## src/rtl/alu_pkg.sv

```systemverilog
// alu_pkg: constants and types shared by the EX-stage ALU and the ALU control decoder.
//   ALU_*       : 3-bit operation codes carried on ALUCtrl_i.
//   alu_state_t : sequencing state of alu_seq (IDLE accepts work, MUL iterates).
//   alu_is_mul  : true for the one operation that takes the multi-cycle path.
package alu_pkg;

    localparam logic [2:0] ALU_AND = 3'b000;
    localparam logic [2:0] ALU_OR  = 3'b001;
    localparam logic [2:0] ALU_ADD = 3'b010;
    localparam logic [2:0] ALU_SUB = 3'b110;
    localparam logic [2:0] ALU_MUL = 3'b100;

    typedef enum logic {
        IDLE = 1'b0,
        MUL  = 1'b1
    } alu_state_t;

    function automatic logic alu_is_mul(input logic [2:0] code);
        return code == ALU_MUL;
    endfunction

endpackage

```

## src/rtl/mul_seq_step.sv

```systemverilog
// mul_seq_step: one combinational step of the shift-and-add multiplier.
//   i_acc / o_acc       : running product (low WIDTH bits only).
//   i_mcand / o_mcand   : multiplicand, shifted left MUL_BPC bits per step.
//   i_mplier / o_mplier : multiplier, shifted right MUL_BPC bits per step.
// The low MUL_BPC multiplier bits select how many copies of the multiplicand
// are added this step; anything above bit WIDTH-1 is dropped, which is exact
// for the low half of the product.
module mul_seq_step #(
    parameter int WIDTH   = 32,
    parameter int MUL_BPC = 1
) (
    input  logic [WIDTH-1:0] i_acc,
    input  logic [WIDTH-1:0] i_mcand,
    input  logic [WIDTH-1:0] i_mplier,
    output logic [WIDTH-1:0] o_acc,
    output logic [WIDTH-1:0] o_mcand,
    output logic [WIDTH-1:0] o_mplier
);

    logic [WIDTH-1:0] w_digit;
    logic [WIDTH-1:0] w_partial;

    always_comb begin
        w_digit   = WIDTH'(i_mplier[MUL_BPC-1:0]);
        w_partial = i_mcand * w_digit;
        o_acc     = i_acc + w_partial;
        o_mcand   = i_mcand << MUL_BPC;
        o_mplier  = i_mplier >> MUL_BPC;
    end

endmodule

```

## src/rtl/alu_seq.sv

```systemverilog
// alu_seq: sequential execute-stage ALU.
//   clk_i, rst_i (async, active-high), flush_i (sync abort)
//   valid_i / ready_o : an operation issues on a rising edge when
//                       valid_i && ready_o && !flush_i. ready_o depends on
//                       state only, so there is no valid_i -> ready_o path.
//   ALUCtrl_i, data1_i (A), data2_i (B) : operation and operands.
//   data_o, zero_o : registered result, held until the next completion.
//   valid_o        : one-cycle pulse when data_o/zero_o were just written.
//   state_o        : current sequencing state, for observation.
// AND/OR/ADD/SUB (and undefined codes, which yield 0) complete in one cycle.
// MUL runs WIDTH/MUL_BPC shift-and-add steps; ready_o drops for that time.
module alu_seq
    import alu_pkg::*;
#(
    parameter int WIDTH   = 32,
    parameter int MUL_BPC = 1
) (
    input  logic             clk_i,
    input  logic             rst_i,
    input  logic             flush_i,
    input  logic             valid_i,
    output logic             ready_o,
    input  logic [2:0]       ALUCtrl_i,
    input  logic [WIDTH-1:0] data1_i,
    input  logic [WIDTH-1:0] data2_i,
    output logic [WIDTH-1:0] data_o,
    output logic             zero_o,
    output logic             valid_o,
    output alu_state_t       state_o
);

    localparam int N  = WIDTH / MUL_BPC;
    localparam int CW = $clog2(N + 1);

    alu_state_t       r_state;
    alu_state_t       w_state_next;
    logic [CW-1:0]    r_cnt;
    logic [WIDTH-1:0] r_acc;
    logic [WIDTH-1:0] r_mcand;
    logic [WIDTH-1:0] r_mplier;
    logic [WIDTH-1:0] r_data;
    logic             r_zero;
    logic             r_valid;

    logic             w_issue;
    logic             w_last_step;
    logic [WIDTH-1:0] w_alu_res;
    logic [WIDTH-1:0] w_acc_next;
    logic [WIDTH-1:0] w_mcand_next;
    logic [WIDTH-1:0] w_mplier_next;

    mul_seq_step #(
        .WIDTH   (WIDTH),
        .MUL_BPC (MUL_BPC)
    ) u_step (
        .i_acc    (r_acc),
        .i_mcand  (r_mcand),
        .i_mplier (r_mplier),
        .o_acc    (w_acc_next),
        .o_mcand  (w_mcand_next),
        .o_mplier (w_mplier_next)
    );

    // Single-cycle result; undefined codes produce 0.
    always_comb begin
        w_alu_res = '0;
        case (ALUCtrl_i)
            ALU_AND: w_alu_res = data1_i & data2_i;
            ALU_OR:  w_alu_res = data1_i | data2_i;
            ALU_ADD: w_alu_res = data1_i + data2_i;
            ALU_SUB: w_alu_res = data1_i - data2_i;
            default: w_alu_res = '0;
        endcase
    end

    // Next-state and handshake decode.
    always_comb begin
        ready_o      = (r_state == IDLE);
        w_issue      = valid_i && ready_o && !flush_i;
        w_last_step  = (r_state == MUL) && (r_cnt == CW'(1));
        w_state_next = r_state;
        case (r_state)
            IDLE: if (w_issue && alu_is_mul(ALUCtrl_i)) w_state_next = MUL;
            MUL:  if (w_last_step) w_state_next = IDLE;
            default: w_state_next = IDLE;
        endcase
        if (flush_i) w_state_next = IDLE;
    end

    always_ff @(posedge clk_i or posedge rst_i) begin
        if (rst_i) begin
            r_state  <= IDLE;
            r_cnt    <= '0;
            r_acc    <= '0;
            r_mcand  <= '0;
            r_mplier <= '0;
            r_data   <= '0;
            r_zero   <= 1'b0;
            r_valid  <= 1'b0;
        end else begin
            r_state <= w_state_next;
            r_valid <= 1'b0;
            if (flush_i) begin
                // Abort: result registers keep their last completed value.
                r_cnt <= '0;
            end else begin
                case (r_state)
                    IDLE: begin
                        if (w_issue) begin
                            if (alu_is_mul(ALUCtrl_i)) begin
                                r_mcand  <= data1_i;
                                r_mplier <= data2_i;
                                r_acc    <= '0;
                                r_cnt    <= CW'(N);
                            end else begin
                                r_data  <= w_alu_res;
                                r_zero  <= (w_alu_res == '0);
                                r_valid <= 1'b1;
                            end
                        end
                    end
                    MUL: begin
                        r_acc    <= w_acc_next;
                        r_mcand  <= w_mcand_next;
                        r_mplier <= w_mplier_next;
                        r_cnt    <= r_cnt - CW'(1);
                        if (w_last_step) begin
                            r_data  <= w_acc_next;
                            r_zero  <= (w_acc_next == '0);
                            r_valid <= 1'b1;
                        end
                    end
                    default: ;
                endcase
            end
        end
    end

    assign data_o  = r_data;
    assign zero_o  = r_zero;
    assign valid_o = r_valid;
    assign state_o = r_state;

endmodule

```

## config.mk

```make
export PLATFORM = sky130hd
export DESIGN_NAME = alu_seq
export DESIGN_NICKNAME = d
export VERILOG_FILES = /design/src/rtl/alu_pkg.sv /design/src/rtl/mul_seq_step.sv /design/src/rtl/alu_seq.sv
export SDC_FILE = /design/constraint.sdc
export NUM_CORES = 1
export LEC_CHECK = 0
export CAP_MARGIN = 20
export CELL_PAD_IN_SITES_DETAIL_PLACEMENT = 1
export CELL_PAD_IN_SITES_GLOBAL_PLACEMENT = 1
export CORE_MARGIN = 8
export CORE_UTILIZATION = 43
export CTS_CLUSTER_DIAMETER = 30
export DETAILED_ROUTE_END_ITERATION = 8
export GPL_TIMING_DRIVEN = 0
export PLACE_DENSITY_LB_ADDON = 0.1
export SLEW_MARGIN = 20
export SYNTH_ARGS = -nofsm -noshare
export SYNTH_HDL_FRONTEND = slang
export SYNTH_SLANG_ARGS = --single-unit
export TNS_END_PERCENT = 10
```

## constraint.sdc

```tcl
create_clock -name clk_i -period 14.6 [get_ports clk_i]
set_input_delay 4.38 -clock clk_i [delete_from_list [all_inputs] [get_ports clk_i]]
set_output_delay 4.38 -clock clk_i [all_outputs]
set_load 0.005 [all_outputs]
```

==> After elaboration in Yosys (flattened, before gate mapping) <==
Index checks and enable logic that the tools add are counted.
{ "totals": {"reg_bits": 137, "in_bits": 71, "output_inout_bits": 36, "wordCells": 70} }
{ "classes": {"n_addsub": 4, "multipliers": 1, "eq_ne": 11, "mux": 31, "bitwise_logic": 4, "reduce_logical": 11} }
{ "ops": {"columns": ["operator", "n"], "rows": [
  ["two-way mux 32 bit", 9],
  ["one-hot mux 32 bit (2 select lines)", 4],
  ["one-hot mux 32 bit (4 select lines)", 1],
  ["adder 32 bit", 2],
  ["logical NOT 32 bit", 2],
  ["bitwise AND 32 bit", 1],
  ["multiplier 32 x 1 -> 32 bit", 1],
  ["bitwise OR 32 bit", 1],
  ["subtractor 32 bit", 1],
  ["two-way mux 6 bit", 3],
  ["one-hot mux 6 bit (2 select lines)", 1],
  ["two-way mux 1 bit", 10],
  ["equality test 3 bit (second input constant)", 2],
  ["equality test 6 x 1 -> 1 bit (second input constant)", 1],
  ["inequality test 2 x 1 -> 1 bit (second input constant)", 3],
  ["inequality test 3 x 2 -> 1 bit (second input constant)", 2],
  ["one-hot mux 1 bit (2 select lines)", 3],
  ["subtractor 6 x 1 -> 6 bit (second input constant)", 1],
  ["logical AND 1 bit", 4],
  ["AND reduction 4 bit", 1],
  ["equality test 3 x 1 -> 1 bit (second input constant)", 1],
  ["equality test 3 x 2 -> 1 bit (second input constant)", 1],
  ["logical NOT 3 bit", 1],
  ["AND reduction 3 bit", 1],
  ["4 further kinds", 5]
]} }

==> Logic depth before layout (Yosys ltp) <==
{ "depth": {"word_depth": 7, "mapped_depth": 23} }

==> Cells and area by module <==
Synthesis repeated with hierarchy kept, for this count alone.
{ "hier_totals": {"cells_unflattened": 1484, "hier_area_um2": 11886.4} }
{ "modules_own_cells": {"columns": ["module", "instances", "cells_each", "area_per_inst_um2", "seq_area_each_um2"], "rows": [
  ["alu_seq", 1, 1129, 9429.0, 3428.3],
  ["mul_seq_step", 1, 355, 2457.4, 0.0]
]} }

==> Worst setup path before layout <==
OpenSTA, ideal clock, no wires.
{ "synth_timing": {"path_kind": "in2reg", "start": "input port ALUCtrl_i[0]", "end": "register r_zero, in the netlist zero_o", "setup_ps": 95, "t_arrival_ps": 8761, "required_time_ps": 14505, "setup_slack_ps": 5744, "path_stages": 21, "cell_sequence": "clkbuf_1 nor2b_1 clkbuf_1 clkbuf_1 buf_1 nand2_1 clkbuf_1 a21o_1 inv_1 ha_1 nor2b_4 o31a_1 o21a_1 or3_1 a31o_1 or4_1 nor4_2 nand4_1 nor4b_2 a32oi_1 o31ai_1"} }
{ "synth_via": {"elab_chain_len": 6, "word_cells_on_any_way": 12} }
{ "synth_rtl": {"columns": ["item", "line_no", "text"], "rows": [
  ["start: declaration", "alu_seq.sv:23", "input logic [2:0] ALUCtrl_i,"],
  ["equality test 3 bit, or another cell as far along", "alu_seq.sv:67", "case (ALUCtrl_i)"],
  ["one-hot mux 32 bit (4 select lines)", "alu_seq.sv:67", null],
  ["logical NOT 32 bit", "alu_seq.sv:117", "r_zero <= (w_alu_res == '0);"],
  ["two-way mux 1 bit", "alu_seq.sv:110", "if (alu_is_mul(ALUCtrl_i)) begin"],
  ["two-way mux 1 bit", "alu_seq.sv:109", "if (w_issue) begin"],
  ["one-hot mux 1 bit (2 select lines)", "alu_seq.sv:107", "case (r_state)"],
  ["end signal: assignment", "alu_seq.sv:117", null],
  ["end signal: assignment", "alu_seq.sv:129", "r_zero <= (w_acc_next == '0);"],
  ["end: declaration", "alu_seq.sv:42", "logic r_zero;"]
]} }
Several ways; a longest one is shown, not always the timed one. The select of a mux whose other input is x is not followed.
A chain may end at the register's enable or synchronous reset.

==> Worst setup path in the final report <==
{ "layout_timing": {"start": "input port ALUCtrl_i[1]", "end": "register r_zero, in the netlist zero_o"} }
Same word-level chain as after synthesis.

==> flow_metrics.tcl <==
set metrics [dict create \
    first_pass_iters 5 \
    start_util_pct 43.3 \
    viasPerCell 5.99 \
    dieArea_um2 31400 \
    drc 0 \
    reg2reg_depth 15 \
    grt.overflow.total 0 \
    synth-warning-count 0 \
    min_path_type "reg2reg" \
    crit_end "zero_o" \
    fillerInstances 3160 \
    gp_congestion 0.944 \
    hold_violations 0 \
    max_cap_viol_count 0 \
    regArea_um2 3430 \
    syn-mean-instance-area_um2 8.19 \
    syn_inst 1367 \
    drtIter0Drc 784 \
    fp.dieH_um 177 \
    core_region_area_um2 25800 \
    ioPinCount 107 \
    cts.sinks 137 \
    async_reset_ff_share_pct 100 \
    num_rows 59 \
    skew_ns 0.0202 \
    wl_per_cell_um 23.4 \
    area_delta_synth_final_pct 18.6 \
    crit_type "in2reg" \
    grt_pass1_vias 11500 \
    clockBufferDepth 2 \
    synth.distinct_cells 73 \
    htree_levels 4 \
    antenna_found_initial 0 \
    grt_pass1_wl_mm 66.7 \
    cp-start-kind "input pin" \
    fin_cells 1836 \
    drive_above_1_share_pct 4.60 \
    p_per_area_nw_per_um2 118 \
    num_antenna_cells 0 \
    status "finished, final reports clean" \
    worstPathRequired_ns 14.96 \
    layout_commonest_cell "nand2_1" \
    setup_viol 0 \
    worstMarginPinSlew_ns 1.02 \
    setup.worst_path.start "ALUCtrl_i[1]" \
    syn-cell-area_um2 11200 \
    switching_share_pct 38.7 \
    grt_usage_pct 27.5 \
    cp_max_fo 10 \
    ys_ff_latch 137 \
    rr_startpoint "r_mplier[0]" \
    antenna_left 0 \
    dieWidth_um 177 \
    drt_wl_total_mm 42.9 \
    cp-end-kind "register" \
    nNetsFinal 1628 \
    clock_power_share_pct 30.1 \
    place_inst 1804 \
    cts_root_buffer "clkbuf_16" \
    p_leak_uw 0.00553 \
    p_comb_share_pct 36.4 \
    p_int_uw 959 \
    final_util_pct 51.4 \
    synth_edf_count 0 \
    ir_drop_uv 66.3 \
    cp.arrival_ns 11.40 \
    clk_pin_slew_ns 0.08 \
    p_seq_share_pct 33.5 \
    fin_crit_sh_pct 75.7 \
    r2r_end "zero_o" \
    port_buffers 101 \
    ctsHoldBuffers 0 \
    max-slew-margin-rel_pct 32.2 \
    synth_fp_nets 1507 \
    dp_hpwl_mm 33.9 \
    cts_buffers 17 \
    post_cts_buffers 0 \
    final_cell_mix "nand2_1, o21ai_0, dfrtp_1" \
    power_switching_uw 605 \
    cts_tree "yes" \
    seq_area_frac_synth_pct 30.6 \
    drv_slew 0 \
    period_minus_slack_ns 11.05 \
    postCtsResizedCells 0 \
    rsz0062_at_grt "false" \
    ys.flop_type "dfrtp_1" \
    reg2reg_slack_ns 10.11 \
    clk_latency_ns 0.45 \
    clock.fmax_mhz 90.5 \
    grt_max_degree 85 \
    finalSetupTns_ns 0 \
    multiInputGateArea_um2 7370 \
    num_vias 11000 \
]
cells in the mapped netlist (all sizes together) (7+ instances only):
| cell type | count | area [µm²] |
|---|---|---|
| a21boi | 7 | 52.6 |
| and3 | 10 | 62.6 |
| clkbuf | 61 | 229 |
| nand2b | 8 | 50.1 |
| a211oi | 20 | 150 |
| a21o | 20 | 150 |
| nor2b | 11 | 76.3 |
| o31ai | 11 | 82.6 |
| o21bai | 8 | 60.1 |
| o21ai | 182 | 911 |
| a21oi | 92 | 468 |
| nand4 | 13 | 81.3 |
| nand2 | 208 | 781 |
| mux2i | 71 | 711 |
| ha | 67 | 838 |
| a31oi | 11 | 68.8 |
| nand3 | 12 | 60.1 |
| nor4 | 9 | 75.1 |
| nor3 | 25 | 135 |
| maj3 | 24 | 240 |
| o21a | 10 | 75.1 |
| or3 | 10 | 62.6 |
| o211ai | 14 | 110 |
| nor2 | 74 | 278 |
| dfrtp | 137 | 3430 |
| and2 | 37 | 231 |
| a211o | 7 | 61.3 |
| mux2 | 10 | 113 |
| buf | 14 | 56.3 |
| xnor2 | 41 | 359 |
| xor2 | 32 | 280 |
| a22o | 8 | 70.1 |
| inv | 29 | 109 |
| nor3b | 7 | 62.6 |
kinds of logic (layout without fill, tap and decap cells):
kind of cell	after synthesis	count (layout)	synth area share, %
and+or+nand+nor	447	447	19.2
xor gates and xnor gates	73	73	5.71
muxes	81	81	7.36
DFF	137	137	30.6
adders and majority gates	93	93	9.99
buffers and inverters	105	239	3.55
AOI/OAI and AO/OA	431	431	23.6
through the flow:
step	worst slack, ns	power [µW]	area [µm²]	hold WS, ns
2_1_floorplan	5.74	870	11200	0.450
6_report	3.55	1560	13300	0.479
5_1_grt	3.25	1650	13300	0.493
4_1_cts	3.72	1560	13300	0.486
3_3_place_gp	3.16	1060	12600	0.462
3_5_place_dp	3.30	1080	12700	0.470
state kept, by name, indices dropped and copies added, names as in the netlist:
signal    count
r_cnt         6
r_mcand      32
r_mplier     32
data_o       32
valid_o       1
r_acc        32
zero_o        1
state_o       1
per-layer routing:
metal	GRT usage (%)	vias up	part of all wire, %
li1	-	5191	-
met1	37.3	5478	47
met2	44.7	264	46
met3	3.26	69	4.1
met4	9.17	0	2.7
met5	0	-	0
how the worst min path moves through the flow:
stage / depth (start not counted) / from / slack (ns) / endpoint
after CTS: 2 / data_o[11] / 0.49 / data_o[11]
after global routing: 2 / data_o[29] / 0.49 / data_o[29]
after floorplan: 2 / r_mplier[10] / 0.45 / r_mplier[10]
after global placement: 2 / r_mplier[4] / 0.46 / r_mplier[4]
after detailed placement: 2 / data_o[11] / 0.47 / data_o[11]
final: 2 / data_o[11] / 0.48 / data_o[11]
worst max-delay path: stages:
cell	delay [ns]
clkdlybuf4s50_1	0.58
nor2b_1	0.39
clkbuf_1	0.50
clkbuf_1	0.50
buf_1	0.57
nand2_1	0.37
clkbuf_1	0.35
o31ai_1	0.17
xor2_1	0.20
ha_1	0.36
a21oi_1	0.25
inv_1	0.10
a31oi_1	0.29
a21oi_1	0.17
o41ai_1	0.67
nor4_1	0.12
nor3_1	0.54
nand4_1	0.21
nor4b_2	0.38
a32oi_1	0.18
o31ai_1	0.09
power by group through the flow:
| stage | sequential [µW] | combinational (µW) | clock [µW] |
|---|---|---|---|
| floorplan | 512 | 357 | 0 |
| global placement | 524 | 540 | 0 |
| detailed placement | 530 | 555 | 0 |
| CTS | 523 | 563 | 474 |
| global route | 533 | 627 | 488 |
| finish | 523 | 569 | 471 |
area by class of cell:
cell class | instances | share of cell area (%)
Buffer | 75 | 2.15
Clock buffer | 18 | 3.31
Inverter | 30 | 0.905
Multi-Input combinational cell | 1125 | 55.5
Sequential cell | 137 | 25.8
Timing Repair Buffer | 102 | 7.82
Clock inverter | 14 | 1.31
Tap cell | 335 | 3.16
(Power assumes the default switching activity.)
